==> config.mk <==
export PLATFORM = sky130hd
export DESIGN_NAME = booth_mac_seq
export DESIGN_NICKNAME = d
export VERILOG_FILES = /design/src/rtl/mac_pkg.sv /design/src/rtl/add_sub_nbit.sv /design/src/rtl/seq_booth_mult.sv /design/src/rtl/booth_mac_seq.sv
export SDC_FILE = /design/constraint.sdc
export NUM_CORES = 1
export LEC_CHECK = 0
export ABC_AREA = 1
export CORE_MARGIN = 1
export CORE_UTILIZATION = 58
export CTS_CLUSTER_SIZE = 25
export DETAILED_ROUTE_END_ITERATION = 8
export GPL_TIMING_DRIVEN = 0
export PLACE_DENSITY = 0.79
export SLEW_MARGIN = 20
export SYNTH_ARGS = -nofsm -noshare
export SYNTH_HDL_FRONTEND = slang
export SYNTH_HIERARCHICAL = 1
export SYNTH_SLANG_ARGS = --single-unit
==> constraint.sdc <==
create_clock -name clk -period 5.3 [get_ports clk]
set_clock_uncertainty 0.2 [all_clocks]
set_input_delay 0.53 -clock clk [delete_from_list [all_inputs] [get_ports clk]]
set_output_delay 0.53 -clock clk [all_outputs]
set_load 0.03 [all_outputs]
==> src/rtl/mac_pkg.sv <==
// Shared types for the sequential Booth MAC: FSM state encoding, Booth step
// decode and the iteration counter width.
package mac_pkg;

    typedef enum logic [1:0] {
        S_IDLE = 2'd0,
        S_MUL  = 2'd1,
        S_ACC  = 2'd2,
        S_OUT  = 2'd3
    } state_e;

    typedef enum logic [1:0] {
        OP_NOP = 2'd0,
        OP_ADD = 2'd1,
        OP_SUB = 2'd2
    } booth_op_e;

    // $clog2(n) bits are enough to count steps 0..n-1; keep at least one bit.
    function automatic int cnt_w(input int n);
        return (n > 2) ? $clog2(n) : 1;
    endfunction

    function automatic booth_op_e booth_decode(input logic q0, input logic q_m1);
        booth_op_e op;
        case ({q0, q_m1})
            2'b01:   op = OP_ADD;
            2'b10:   op = OP_SUB;
            default: op = OP_NOP;
        endcase
        return op;
    endfunction

endpackage

==> src/rtl/add_sub_nbit.sv <==
// Exact W-bit signed adder/subtractor: s = a + b (k=0) or a - b (k=1),
// returned one bit wider so the result never wraps.
module Add_Sub_Nbit #(
    parameter int W = 4
) (
    input  logic [W-1:0] a,
    input  logic [W-1:0] b,
    input  logic         k,
    output logic [W:0]   s
);

    assign s = {a[W-1], a} + ({b[W-1], b} ^ {(W+1){k}}) + (W+1)'(k);

endmodule

==> src/rtl/seq_booth_mult.sv <==
// Radix-2 Booth multiplier, one step per cycle. start loads the operands;
// done is high during the final step, product is valid the cycle after.
module seq_booth_mult
    import mac_pkg::*;
#(
    parameter int N = 4
) (
    input  logic           clk,
    input  logic           rst_n,
    input  logic           start,
    input  logic [N-1:0]   a,
    input  logic [N-1:0]   b,
    output logic           done,
    output logic [2*N-1:0] product
);

    localparam int CNT_W = cnt_w(N);

    logic [N:0]       hi;
    logic [N-1:0]     q;
    logic             q_m1;
    logic [N-1:0]     m;
    logic [CNT_W-1:0] cnt;
    logic             busy;

    booth_op_e        op;
    logic [N:0]       addend;
    logic             k;
    logic [N+1:0]     sum;

    assign op     = booth_decode(q[0], q_m1);
    assign addend = (op == OP_NOP) ? '0 : {m[N-1], m};
    assign k      = (op == OP_SUB);

    // One bit of headroom beyond N+1 keeps M = -2^(N-1) exact through the subtract.
    Add_Sub_Nbit #(.W(N+1)) u_add (
        .a (hi),
        .b (addend),
        .k (k),
        .s (sum)
    );

    assign done    = busy && (cnt == CNT_W'(N-1));
    assign product = {hi[N-1:0], q};

    always_ff @(posedge clk or negedge rst_n) begin
        if (!rst_n) begin
            hi   <= '0;
            q    <= '0;
            q_m1 <= 1'b0;
            m    <= '0;
            cnt  <= '0;
            busy <= 1'b0;
        end else if (start) begin
            hi   <= '0;
            q    <= b;
            q_m1 <= 1'b0;
            m    <= a;
            cnt  <= '0;
            busy <= 1'b1;
        end else if (busy) begin
            hi   <= sum[N+1:1];
            q    <= {sum[0], q[N-1:1]};
            q_m1 <= q[0];
            cnt  <= cnt + 1'b1;
            if (done) begin
                busy <= 1'b0;
            end
        end
    end

endmodule

==> src/rtl/booth_mac_seq.sv <==
// Sequential signed multiply-accumulate: one Booth product per operand pair,
// summed into a wrapping accumulator and presented downstream on the last pair.
module booth_mac_seq
    import mac_pkg::*;
#(
    parameter int N     = 4,
    parameter int ACC_W = 12
) (
    input  logic             clk,
    input  logic             rst_n,
    input  logic             in_valid,
    output logic             in_ready,
    input  logic [N-1:0]     a,
    input  logic [N-1:0]     b,
    input  logic             in_last,
    output logic             out_valid,
    input  logic             out_ready,
    output logic [ACC_W-1:0] y,
    output logic             ovf
);

    state_e           state;
    state_e           state_n;
    logic             start;
    logic             mul_done;
    logic [2*N-1:0]   product;
    logic [ACC_W-1:0] p_ext;
    logic [ACC_W:0]   acc_sum;
    logic             this_ovf;

    logic [ACC_W-1:0] acc;
    logic             ovf_acc;
    logic             last_r;
    logic [ACC_W-1:0] y_r;
    logic             ovf_r;

    seq_booth_mult #(.N(N)) u_mult (
        .clk     (clk),
        .rst_n   (rst_n),
        .start   (start),
        .a       (a),
        .b       (b),
        .done    (mul_done),
        .product (product)
    );

    assign p_ext = ACC_W'($signed(product));

    Add_Sub_Nbit #(.W(ACC_W)) u_acc_add (
        .a (acc),
        .b (p_ext),
        .k (1'b0),
        .s (acc_sum)
    );

    assign this_ovf = acc_sum[ACC_W] ^ acc_sum[ACC_W-1];

    always_comb begin
        state_n   = state;
        start     = 1'b0;
        in_ready  = 1'b0;
        out_valid = 1'b0;
        case (state)
            S_IDLE: begin
                in_ready = 1'b1;
                if (in_valid) begin
                    start   = 1'b1;
                    state_n = S_MUL;
                end
            end
            S_MUL: begin
                if (mul_done) begin
                    state_n = S_ACC;
                end
            end
            S_ACC: begin
                state_n = last_r ? S_OUT : S_IDLE;
            end
            S_OUT: begin
                out_valid = 1'b1;
                if (out_ready) begin
                    state_n = S_IDLE;
                end
            end
            default: state_n = S_IDLE;
        endcase
    end

    always_ff @(posedge clk or negedge rst_n) begin
        if (!rst_n) begin
            state   <= S_IDLE;
            acc     <= '0;
            ovf_acc <= 1'b0;
            last_r  <= 1'b0;
            y_r     <= '0;
            ovf_r   <= 1'b0;
        end else begin
            state <= state_n;
            if (start) begin
                last_r <= in_last;
            end
            // The last element publishes the sum and leaves a clean accumulator.
            if (state == S_ACC) begin
                if (last_r) begin
                    y_r     <= acc_sum[ACC_W-1:0];
                    ovf_r   <= ovf_acc | this_ovf;
                    acc     <= '0;
                    ovf_acc <= 1'b0;
                end else begin
                    acc     <= acc_sum[ACC_W-1:0];
                    ovf_acc <= ovf_acc | this_ovf;
                end
            end
        end
    end

    assign y   = y_r;
    assign ovf = ovf_r;

endmodule

Word level (Yosys, flattened, before mapping)
Cells that the tools add are included.
{"block": "totals", "output_inout_bits": 15, "wordCells": 59, "reg_bits": 46}
{"block": "classes", "n_eq_ne": 10, "mux": 24, "n_bitwise": 3, "n_reduce_logical": 6, "n_addsub": 4}
{"cell": "2-to-1 mux 5 bit", "n": 3}
{"cell": "adder 12 x 8 -> 13 bit", "n": 1}
{"cell": "2-to-1 mux 12 bit", "n": 1}
{"cell": "2-to-1 mux 2 bit", "n": 6}
{"cell": "equality test 2 bit, second input constant", "n": 5}
{"cell": "2-to-1 mux 1 bit", "n": 10}
{"cell": "2-to-1 mux 4 bit", "n": 2}
{"cell": "one-hot mux 2 bit (4 select lines)", "n": 1}
{"cell": "adder 6 x 1 -> 6 bit", "n": 1}
{"cell": "adder 6 bit", "n": 1}
{"cell": "!= test 2 bit, second input constant", "n": 3}
{"cell": "XOR 6 bit", "n": 1}
{"cell": "equality test 2 x 1 -> 1 bit, second input constant", "n": 2}
{"cell": "logical NOT 2 bit", "n": 2}
{"cell": "one-hot mux 2 bit (2 select lines)", "n": 1}
{"cell": "AND reduction 3 bit", "n": 1}
{"cell": "adder 2 x 1 -> 2 bit, second input constant", "n": 1}
{"cell": "AND reduction 2 bit", "n": 1}
{"cell": "nonzero test 2 bit", "n": 1}
{"cell": "logical AND 1 bit", "n": 1}
{"cell": "bitwise OR 1 bit", "n": 1}
{"cell": "XOR 1 bit", "n": 1}

Depth between registers and ports, before layout
{"block": "logic_depth", "depth_word": 9, "ltp_mapped": 16, "mapped_depth_nobuf": 16}

By module
Netlist, hierarchy kept.
{"mod": "booth_mac_seq", "area_each_um2": 1283.7, "n_inst": 1, "seq_area_each_um2": 725.7, "cells_per_inst": 146}
{"mod": "Add_Sub_Nbit at u_acc_add", "area_each_um2": 878.3, "n_inst": 1, "seq_area_each_um2": 0.0, "cells_per_inst": 163}
{"mod": "seq_booth_mult", "area_each_um2": 789.5, "n_inst": 1, "seq_area_each_um2": 425.4, "cells_per_inst": 90}
{"mod": "Add_Sub_Nbit at u_mult.u_add", "area_each_um2": 290.3, "n_inst": 1, "seq_area_each_um2": 0.0, "cells_per_inst": 48}

Worst setup path after synthesis
Ideal clock, no wire load.
{"block": "synth_path", "path_type": "reg-to-reg", "from": "register u_mult.q[0]", "to": "register u_mult.hi[3]", "t_arrival_ps": 1969, "slack_ps": 3066, "setup_time_ps": 65, "required_time_ps": 5035, "stages_incl_launch_ff": 12, "synth_period_minus_slack_ps": 2234, "cell_sequence": "dfrtp_1 ha_1 nor2_1 inv_1 nand2_2 nand2_1 fa_1 nand3b_1 nand2_1 xor2_1 nand3_1 nand2_1"}
{"block": "synth_between", "elab_chain_len": 9, "elab_cells_between_ends": 11, "cone_classes": "add/sub (2); eq/ne (3); mux (4); bitwise (1); reduce/logical (1)"}
{"element": "start: declaration", "line_no": "seq_booth_mult.sv:20", "text": "logic [N-1:0] q;"}
{"element": "start signal: assignment", "line_no": "seq_booth_mult.sv:63", "text": "q <= {sum[0], q[N-1:1]};"}
{"element": "equality test 2 bit or equality test 2 x 1 -> 1 bit (tied branches)", "line_no": "mac_pkg.sv:25", "text": "case ({q0, q_m1})"}
{"element": "one-hot mux 2 bit (2 select lines) *", "line_no": "mac_pkg.sv:25"}
{"element": "logical NOT 2 bit *", "line_no": "seq_booth_mult.sv:32", "text": "assign addend = (op == OP_NOP) ? '0 : {m[N-1], m};"}
{"element": "2-to-1 mux 5 bit *", "line_no": "seq_booth_mult.sv:32"}
{"element": "via u_mult.addend[0]", "line_no": "seq_booth_mult.sv:27", "text": "logic [N:0] addend;"}
{"element": "XOR 6 bit *", "line_no": "add_sub_nbit.sv:12", "text": "assign s = {a[W-1], a} + ({b[W-1], b} ^ {(W+1){k}}) + (W+1)'(k);"}
{"element": "adder 6 bit *", "line_no": "add_sub_nbit.sv:12"}
{"element": "adder 6 x 1 -> 6 bit *", "line_no": "add_sub_nbit.sv:12"}
{"element": "via u_mult.sum[4]", "line_no": "seq_booth_mult.sv:29", "text": "logic [N+1:0] sum;"}
{"element": "2-to-1 mux 5 bit *", "line_no": "seq_booth_mult.sv:61", "text": "end else if (busy) begin"}
{"element": "2-to-1 mux 5 bit *", "line_no": "seq_booth_mult.sv:54", "text": "end else if (start) begin"}
{"element": "end signal: assignment", "line_no": "seq_booth_mult.sv:62", "text": "hi <= sum[N+1:1];"}
{"element": "end: declaration", "line_no": "seq_booth_mult.sv:19", "text": "logic [N:0] hi;"}
Mark *: on every way through the listed nets, which the timed path passes. The rest lies on a longest branch. The select of a mux whose other input is x is not followed.
A chain may end at the register's enable or synchronous reset.

Worst setup path after layout
{"block": "layout_path", "from": "register state[0]", "to": "output in_ready"}
{"block": "layout_between", "elab_chain_len": 2}
{"element": "start: declaration", "line_no": "booth_mac_seq.sv:22", "text": "state_e state;"}
{"element": "start signal: assignment", "line_no": "booth_mac_seq.sv:98", "text": "state <= state_n;"}
{"element": "logical NOT 2 bit", "line_no": "booth_mac_seq.sv:63", "text": "case (state)"}
{"element": "2-to-1 mux 1 bit", "line_no": "booth_mac_seq.sv:63"}
{"element": "end: declaration", "line_no": "booth_mac_seq.sv:12", "text": "output logic in_ready,"}
No other way between the ends.

==> implementation parameters <==
Parameter                              Value

Status
  Result of the run    finished, final reports clean

Power
  Total Power Consumption    0.696 mW
  Maximum resistive drop on vdd    about 0.00013 V
  Leakage power summed over all cells    2.09 nW
  Cell area power density    186 nW/um^2

Worst setup path
  Critical Path AT    roughly 1.7 ns
  Max Fanout on Critical Path    8
  Worst EP required    between 4 and 5 ns
  End point of the critical path    in_ready
  Worst flop-to-flop path endpoint    u_mult/hi[3]
  Kind of launch point of the worst setup path    register
  Critical Path Source    state[0]
  Logic depth of the worst register-to-register path    11
  Worst flop-to-flop path startpoint    u_mult/q[0]
  Worst R2R Setup Slack    2.86 ns
  Crit path kind    register to primary output
  Nature of the critical path endpoint    primary output

Logic synthesis
  Sequential fraction of the synthesis area    0.355
  Count of state elements after synthesis    between 40 and 50
  Number of warnings issued by yosys    6
  Cell taking the most area after synthesis    dfrtp_1
  Number of cells produced by synthesis    447
  Post-synth cell types    25
  Synth Cell Area    3240 sq um
  Largest cells by area after synthesis    dfrtp_1, nand2_1, inv_1
  Avg Inst Size Synth    7.25 sq um
  Area share of the largest cell type after synthesis    0.355

STA
  Time the final worst path needs with I/O delays and setup    around 2.4 ns
  Worst slew margin    0.603
  Timing-limited maximum frequency    approximately 400 MHz
  Final number of setup-violating endpoints    0
  Max Transition Viols Final    0
  RSZ-0062 raised after global routing    no
  Total negative slack for setup checks    0 ns
  Final hold viol count    0
  Final Cycle Share    0.459
  Slew at the pin closest to its max-slew limit    0.595 ns

Clocking
  Maximum level of the CTS H-tree    2
  # Post-CTS Setup Buffers    0
  Maximum buffer depth of the clock tree    2
  Quantity of hold-fixing buffers added after cts    0
  Root Driver    clkbuf_8
  Inserted Clock Buffers    5
  TritonCTS clock tree    yes
  Clock-pin transition on the worst setup and hold timing paths    approximately 0.09 ns
  Insertion delay to the later sink of the worst-skew pair    0.30 ns
  Total number of clock tree sinks    46
  Post-cts sizing count    0

Cells and area
  Net count reported at finish    between 500 and 600
  Antenna diode count    0
  Fraction of final layout cells with drive strength greater than 1    0.118
  Area Growth Syn to Fin    15.4%

Routing
  Final ANT Viol Nets    0
  Via Count    2781
  Detailed-router iteration count before antenna repair    4
  Sum of routed wire length over all layers    approximately 6600 microns
  Number of remaining DRC errors    0
  Iteration-0 DRC Markers    130
  Routed via count divided by cell count    5.02
  DR WL/cell    11.9 microns

Global route
  GR Overflow Total    0
  Initial antenna violation count    0
  Total routing resource utilization after global routing    0.249
  Largest net degree at the start of global routing    25
  Number of global-route vias before repair    2750
  Wire length of the first global-routing pass    11700 microns

Floorplanning
  Count of standard-cell rows    26
  Die area    roughly 5900 sq um
  Effective utilization at floorplan    0.619
  Vertical die dimension    76.8 microns
  I/O pin count    28
  Die extent in x    approximately 77 microns
  Placeable core region    5240 sq um

Placed design
  DPL Wire Length    5190 microns
  Buffers on Ports    27
  Weighted congestion at the end of routability-driven global placement    0.881

Run
  # Max-Cap Violations    0

Worst hold path
  Path type of the worst min-delay path    input port to asynchronous set/reset pin
## worst min path at each step
stage	endpoint	slack, ns	cells after the start
final	y[7]	0.03	1
after global placement	u_mult/q_m1	0.25	2
after detailed placement	y[3]	0.26	2
after floorplan	acc[0]	0.03	0
after CTS	y[10]	0.06	1
after global routing	acc[10]	0.07	1
## report_power, final
group / total, mW / switching (mW) / internal [mW]
registers: 0.351 / 0 / 0.351
clock network: 0.266 / 0.115 / 0.151
logic: 0.0792 / 0.0481 / 0.0311
total: 0.696 / 0.163 / 0.533
## stage by stage
step           instance area, sq um  instances  setup slack, ns  utilization  hold slack, ns
2_1_floorplan                  3250        449             3.07            -          0.0344
3_3_place_gp                   3610        546             2.17        0.689           0.255
3_5_place_dp                   3630        547             2.88        0.693           0.264
4_1_cts                        3740        554             2.85        0.715          0.0553
5_1_grt                        3740        554             2.61        0.715          0.0731
6_report                       3740        554             2.86        0.715          0.0323
## cells by family (layout without fill, tap and decap cells)
kind of cell	after synthesis	count (layout)	synth area share
AO/OA/AOI/OAI	31	31	0.0594
XOR/XNOR	23	23	0.0621
adder cells (fa/ha/maj)	19	19	0.0780
buffers and inverters	86	121	0.128
flip-flops	46	46	0.355
other	1	3	0.00116
AND/OR/NAND/NOR	241	241	0.316
## synthesized netlist by cell type
master and instances:
nand3_2 4, and2_1 1, conb_1 1, inv_2 7, fa_1 2, nor2_1 28, buf_4 7, nand2_2 6
nor2_2 4, dfrtp_1 46, inv_1 63, xnor2_1 6, nand3_1 27, nor2_8 1, buf_8 1, nand4_1 6
a21oi_2 10, xor2_1 17, a21oi_1 12, nand2_1 163, buf_6 7, o21ai_0 9, buf_2 1, ha_1 17
nand3b_1 1
## per-layer routing
metal / up-vias / routed length, microns / track usage
li1: 1433 / - / -
met1: 1274 / 3000 / 0.304
met2: 57 / 3210 / 0.438
met3: 17 / 219 / 0.0321
met4: 0 / 158 / 0.106
met5: - / 0 / 0
## critical path, stage by stage, from the launching register on
cell	delay, ns
dfrtp_1	0.38
buf_6	0.14
nor2_1	0.18
clkdlybuf4s50_1	0.71
## sequential cells by signal (all words and copies together) (netlist names), 2 cells and up
name / cells
acc: 12
y: 12
u_mult/hi: 5
u_mult/m: 4
u_mult/q: 4
state: 2
u_mult/cnt: 2
## cells in the final DEF, fill, tap and decap left out, drive strengths merged, types with 9 or more instances in the layout
master,n
dfrtp,46
nand2,169
a21oi,22
nor2,33
ha,17
o21ai,9
buf,18
xor2,17
inv,70
nand3,31
clkdlybuf4s50,26
## area by class of cell
type                       instances  area (sq um)
multi-input combinational        317          1680
tap                               70          87.6
inverter                          70           263
clock buffer                       6          82.6
clock inverter                     1          30.0
fill                             445          1500
timing repair buffer              28           293
buffer                            16           151
sequential                        46          1150
Note: power is estimated with default switching activity, not from simulation.
